$ cat src/rtl/octave_downsampler.sv
// One-octave reduction stage: 2:1 horizontal and vertical, either decimating
// (keep even row/even column) or rounded 2x2 box averaging through a half-line buffer.
module octave_downsampler #(
    parameter int in_width  = 420,
    parameter int in_height = 240,
    parameter bit average   = 1'b0
) (
    input  logic       clock,
    input  logic       reset,
    input  logic [7:0] din,
    input  logic       validin,
    input  logic       blanking_in,
    output logic [7:0] dout,
    output logic       validout,
    output logic       blanking_out,
    output logic       frame_done
);
    localparam int CW    = $clog2(in_width);
    localparam int RW    = $clog2(in_height);
    localparam int DEPTH = in_width / 2;

    logic [CW-1:0] col_q, col_d;
    logic [RW-1:0] row_q, row_d;
    logic          last_col, last_row;
    logic [7:0]    dout_q;
    logic          vld_q, blk_q, fd_q;

    assign last_col     = (col_q == CW'(in_width - 1));
    assign last_row     = (row_q == RW'(in_height - 1));
    assign dout         = dout_q;
    assign validout     = vld_q;
    assign blanking_out = blk_q;
    assign frame_done   = fd_q;

    always_comb begin
        col_d = col_q;
        row_d = row_q;
        if (validin) begin
            if (last_col) begin
                col_d = '0;
                row_d = last_row ? '0 : row_q + 1'b1;
            end else begin
                col_d = col_q + 1'b1;
            end
        end
    end

    always_ff @(posedge clock) begin
        if (reset) begin
            col_q <= '0;
            row_q <= '0;
            fd_q  <= 1'b0;
        end else begin
            col_q <= col_d;
            row_q <= row_d;
            fd_q  <= validin && last_col && last_row;
        end
    end

    if (average) begin : g_avg
        logic [7:0]    hold_q;
        logic          hold_blk_q;
        // {blanking flag, 9-bit sum of the horizontal pair from the even row}
        logic [9:0]    lb_q [DEPTH];
        logic [CW-2:0] idx;
        logic [9:0]    sum10, rnd;

        assign idx = col_q[CW-1:1];

        always_comb begin
            sum10 = {1'b0, lb_q[idx][8:0]} + {2'b00, hold_q} + {2'b00, din};
            rnd   = sum10 + 10'd2;
        end

        always_ff @(posedge clock) begin
            if (reset) begin
                hold_q     <= '0;
                hold_blk_q <= 1'b0;
                dout_q     <= '0;
                vld_q      <= 1'b0;
                blk_q      <= 1'b0;
            end else begin
                vld_q <= 1'b0;
                blk_q <= 1'b0;
                if (validin) begin
                    if (!col_q[0]) begin
                        hold_q     <= din;
                        hold_blk_q <= blanking_in;
                    end else if (row_q[0]) begin
                        dout_q <= rnd[9:2];
                        blk_q  <= lb_q[idx][9] | hold_blk_q | blanking_in;
                        vld_q  <= 1'b1;
                    end
                end
            end
        end

        // Even rows write, odd rows read the same entry one line later.
        always_ff @(posedge clock) begin
            if (validin && col_q[0] && !row_q[0])
                lb_q[idx] <= {hold_blk_q | blanking_in, {1'b0, hold_q} + {1'b0, din}};
        end
    end else begin : g_dec
        always_ff @(posedge clock) begin
            if (reset) begin
                dout_q <= '0;
                vld_q  <= 1'b0;
                blk_q  <= 1'b0;
            end else begin
                vld_q <= 1'b0;
                blk_q <= 1'b0;
                if (validin && !col_q[0] && !row_q[0]) begin
                    dout_q <= din;
                    blk_q  <= blanking_in;
                    vld_q  <= 1'b1;
                end
            end
        end
    end
endmodule
$ cat config.mk
export PLATFORM = sky130hd
export DESIGN_NAME = octave_downsampler
export DESIGN_NICKNAME = d
export VERILOG_FILES = /design/src/rtl/octave_downsampler.sv
export SDC_FILE = /design/constraint.sdc
export NUM_CORES = 1
export LEC_CHECK = 0
export CAP_MARGIN = 30
export CORE_MARGIN = 4
export CORE_UTILIZATION = 50
export CTS_CLUSTER_SIZE = 30
export DETAILED_ROUTE_END_ITERATION = 8
export HOLD_SLACK_MARGIN = 0.08
export PLACE_DENSITY = 0.77
export SYNTH_ARGS = -nofsm -noshare
export SYNTH_HDL_FRONTEND = slang
export SYNTH_SLANG_ARGS = --single-unit
$ cat constraint.sdc
create_clock -name clock -period 2 [get_ports clock]
set_input_delay 0.4 -clock clock [delete_from_list [all_inputs] [get_ports clock]]
set_output_delay 0.4 -clock clock [all_outputs]
set_load 0.01 [all_outputs]
* After elaboration in Yosys (flattened, before gate mapping)
Index checks and enable logic that the tools add are counted. Widths: inputs -> output; s select.
Operators by class: $add $sub $neg 2, equality and inequality tests 2, muxes and demuxes 3, bitwise gates (word level) 1, reduce and logical (&&, ||, !) cells 8
Operators with widths (number):
- $add 9x1->9 const B | 1
- $eq 9x9->1 const B | 1
- $mux 9 | 1
- $add 8x1->8 const B | 1
- $eq 8x8->1 const B | 1
- $mux 8 | 1
- $logic_and 1x1->1 | 4
- $logic_not 1->1 | 2
- $reduce_and 2->1 | 1
- $reduce_or 2->1 | 1
- $mux 1 | 1
- $not 1->1 | 1
Storage, ports and cells: register bits 28, input port bits 12, output and inout bits 11, word-level logic and storage cells 22

* Depth between registers and ports, before layout
depth in word-level cells 5, depth in mapped cells 6, gate-level depth less buffers 5

* Least setup slack after synthesis
No wires, ideal clock.
path type flip-flop to flip-flop, start register col_q[0], end register row_q[5], setup time 117 ps, arrival 1305 ps, required time 1883 ps, setup slack 577 ps, cell stages (with the launch flop) 7, buffers on the path 1, period minus slack after synthesis 1423 ps, cell sequence dfxtp_1 -> ha_1 -> nand2_1 -> and3b_1 -> buf_6 -> o21ai_1 -> a32o_1
Between the ends: longest elaborated chain between the ends 2
Ends and longest elaborated chain:
- start, declared | RTL line 22 | logic [CW-1:0] col_q, col_d;
- start signal, assigned | RTL line 54 | col_q <= col_d;
- $eq 9x9->1 | RTL line 28 | assign last_col = (col_q == CW'(in_width - 1));
- $reduce_and 2->1 (no source line)
- end signal, assigned | RTL line 55 | row_q <= row_d;
- end, declared | RTL line 23 | logic [RW-1:0] row_q, row_d;
No other way between the ends. A chain may end at the register's enable or synchronous reset.

* Final worst setup path
start register row_q[0], end register row_q[7]
Between the ends: longest elaborated chain between the ends 2, elaborated cells on any way between the ends 3, classes of those cells add/sub: 1; eq/ne: 1; mux: 1
Ends and longest elaborated chain:
- $add 8x1->8 / $eq 8x8->1 (equally long branches) | RTL line 41, 29
- $mux 8 (*) | RTL line 41 | row_d = last_row ? '0 : row_q + 1'b1;
Every way passes the cells marked *; elsewhere a longest branch is shown, timed or not.

==> results.py <==
metrics = {
    "clocking": {
        "cts_made_buffers": 3,
        "clk_transition_reported_paths_ps": 140,
        "cts_max_level": 1,
        "cts_hold_buf": 0,
        "root_buffer": "clkbuf_4",
        "insertion_delay_ps": 310,
        "cts_tree": "yes",
        "cts_sinks": 28,
        "cts_setup_buffers": 0,
        "cts_resized": 0,
        "clockBufferDepth": 2,
    },
    "drt": {
        "ant_nets": 0,
        "vias": 986,
        "drc": 0,
        "drt_first_iter_violations": 15,
        "routed_wl_um": 2320,
        "via_per_inst": 5.57,
        "dr.pass1.iters": 5,
        "wl_per_cell_um": 13.1,
    },
    "logic_synthesis": {
        "synthMuxAreaShare_pct": 7.60,
        "syn_area_um2": 1180,
        "synthXorXnorAreaFrac_pct": 5.17,
        "syn-mean-instance-area_um2": 9.56,
        "syn-num-nets": 138,
        "synthSimpleGateAreaFrac_pct": 26.3,
        "synth_compound_area_share_pct": 8.45,
        "seq_area_frac_synth_pct": 47.3,
        "synth_top_family_by_area": "simple AND/OR/NAND/NOR gates",
        "synthAdderAreaFrac_pct": 2.11,
        "netlist_instances": 124,
        "post_synth_num_cell_types": 31,
        "ys_ff_latch": 28,
        "yosysWarnings": 0,
    },
    "flow_run": {
        "cap_viol_max_count": 0,
    },
    "timing": {
        "setup_tns_ps": 0,
        "fin_crit_ps": 1680,
        "slew_viol_final": 0,
        "slew_headroom_pct": 75.1,
        "hold_viol": 0,
        "worst_pin_slew_ps": 371,
        "layout_worst_path_cycle_share_pct": 83.9,
        "max_freq_mhz": 596,
        "setup_viol": 0,
        "timing.final.ws_setup_ps": 323,
        "skew_ps": 1.45,
        "rsz0062_at_grt": "no",
    },
    "die": {
        "ioPinCount": 23,
        "rows": 17,
        "die_w_um": 56.7,
        "coreArea_um2": 2230,
        "die_h_um": 56.7,
        "initial_core_util_pct": 53.1,
        "fp.dieArea_um2": 3210,
    },
    "power_and_ir_drop": {
        "peakVddDrop_uv": 524,
        "pwr-share-seq_pct": 60.8,
        "swShare_pct": 21.8,
        "switching_power_w": 0.000210,
        "power.density_nw_per_um2": 651,
        "leakagePower_nw": 0.585,
        "pwr-share-clk_pct": 27.5,
        "finalPower_w": 0.000962,
        "p_int_w": 0.000752,
        "combPwrFrac_pct": 11.6,
    },
    "min_path": {
        "hold_class": "reg2reg",
    },
    "cells_and_area": {
        "fin_area_um2": 1480,
        "fin_nets": 164,
        "diodes": 0,
        "drive_gt1_share_pct": 7.38,
        "filler_cell_count": 192,
        "syn2layout_area_growth_pct": 24.7,
        "final_util_pct": 66.2,
    },
    "critical_path": {
        "path_max_fanout": 6,
        "worstPathArrival_ps": 1900,
        "worst_setup_path_end_kind": "flop",
        "crit_type": "reg2reg",
        "cp.required_ps": 2230,
        "cp-start-kind": "flop",
    },
    "global_route": {
        "grtUsageTotal_pct": 15.4,
        "overflow": 0,
        "grt_pass1_vias": 956,
        "antenna_found_initial": 0,
        "grt_pass1_wl_um": 4070,
        "grt_max_degree": 16,
    },
    "run_status": {
        "outcome": "complete, no violations",
    },
    "place": {
        "dpl.hpwl_um": 1710,
        "place_area_um2": 1440,
        "dp_slack_ps": 60.3,
        "portBuffers": 22,
        "routabilityCongestion": 0.792,
    },
}
-- layer usage --
| metal | routed length (µm) | GRT usage (%) | part of all wire [%] | vias up |
|---|---|---|---|---|
| met5 | 0 | 0 | 0 | - |
| met1 | 1110 | 20.0 | 48 | 470 |
| li1 | - | - | - | 491 |
| met2 | 1120 | 25.9 | 48 | 23 |
| met4 | 17 | 5.08 | 0.73 | 0 |
| met3 | 69 | 2.07 | 3.0 | 2 |
-- Yosys cell counts (all sizes together) --
| library cell | instances | area [µm²] |
|---|---|---|
| nor2 | 18 | 67.6 |
| ha | 2 | 25.0 |
| xor2 | 4 | 35.0 |
| mux2i | 9 | 90.1 |
| and3 | 7 | 43.8 |
| o21ai | 7 | 35.0 |
| nor3b | 4 | 35.0 |
| and4bb | 1 | 12.5 |
| nand4 | 4 | 31.3 |
| nand3 | 5 | 25.0 |
| a32o | 4 | 40.0 |
| nor4 | 1 | 6.26 |
| and4 | 1 | 8.76 |
| a21oi | 5 | 25.0 |
| nand3b | 1 | 7.51 |
| inv | 2 | 7.51 |
| or3 | 2 | 12.5 |
| nand2 | 6 | 22.5 |
| nor3 | 2 | 15.0 |
| buf | 3 | 21.3 |
| dfxtp | 28 | 561 |
| and2 | 1 | 6.26 |
| clkbuf | 2 | 7.51 |
| nand4b | 1 | 8.76 |
| xnor2 | 3 | 26.3 |
| and3b | 1 | 8.76 |
-- final timing paths --
path,from,end,slack (ps),cells past startpoint
worst max register to register,row_q[0],row_q[7],320,5
worst min register to register,row_q[1],row_q[1],500,2
worst max-delay path,row_q[0],row_q[7],320,5
worst min-delay path,row_q[1],row_q[1],500,2
-- flip-flops by register name, indices dropped and copies added (netlist names) --
name / flops
blanking_out: 1
col_q: 9
dout: 8
validout: 1
row_q: 8
frame_done: 1
-- worst max-delay path: stages (launching register included) --
cell and delay (ps):
dfxtp_1 440, ha_1 240, nand3_1 120, nor3_2 350
o21ai_0 160, a32o_1 270
-- per-stage QoR --
stage | hold WS, ps | cells
final | 504 | 177
after global routing | 538 | 177
after CTS | 504 | 177
after detailed placement | 484 | 173
after global placement | 470 | 173
after floorplan | 462 | 124
-- final cells by class --
cell class                 count  area [µm²]  area share [%]
multi-input combinational     89         588            39.8
sequential                    28         561            37.9
timing repair buffer          26         250            16.9
clock buffer                   4        36.3            2.46
tap                           28        35.0            2.37
inverter                       2        7.51           0.508
-- kinds of logic after synthesis --
kind of cell | after synthesis
AO/OA/AOI/OAI | 16
XOR/XNOR | 7
adder cells (fa/ha/maj) | 2
buffers and inverters | 7
flip-flops | 28
multiplexers | 9
AND/OR/NAND/NOR | 55
-- power by group through the flow --
stage,clock network [W],logic [W],registers [W]
5_1_grt,0.000296,0.000122,0.000588
4_1_cts,0.000278,0.000113,0.000586
2_1_floorplan,0,0.0000467,0.000603
6_report,0.000265,0.000112,0.000586
3_5_place_dp,0,0.000113,0.000598
3_3_place_gp,0,0.000110,0.000597
-- cells in the final DEF (no fill, tap or decap), types with 4 or more instances in the layout --
cell             netlist  routed
a21oi_1                5       5
buf_4                  0       4
and3_1                 7       7
nor2_1                18      18
mux2i_1                9       9
nand2_1                6       6
nand3_1                5       5
clkdlybuf4s50_1        0      22
dfxtp_1               28      28
a32o_1                 4       4
xor2_1                 4       4
o21ai_0                5       5
Note: power is estimated with default switching activity, not from simulation.
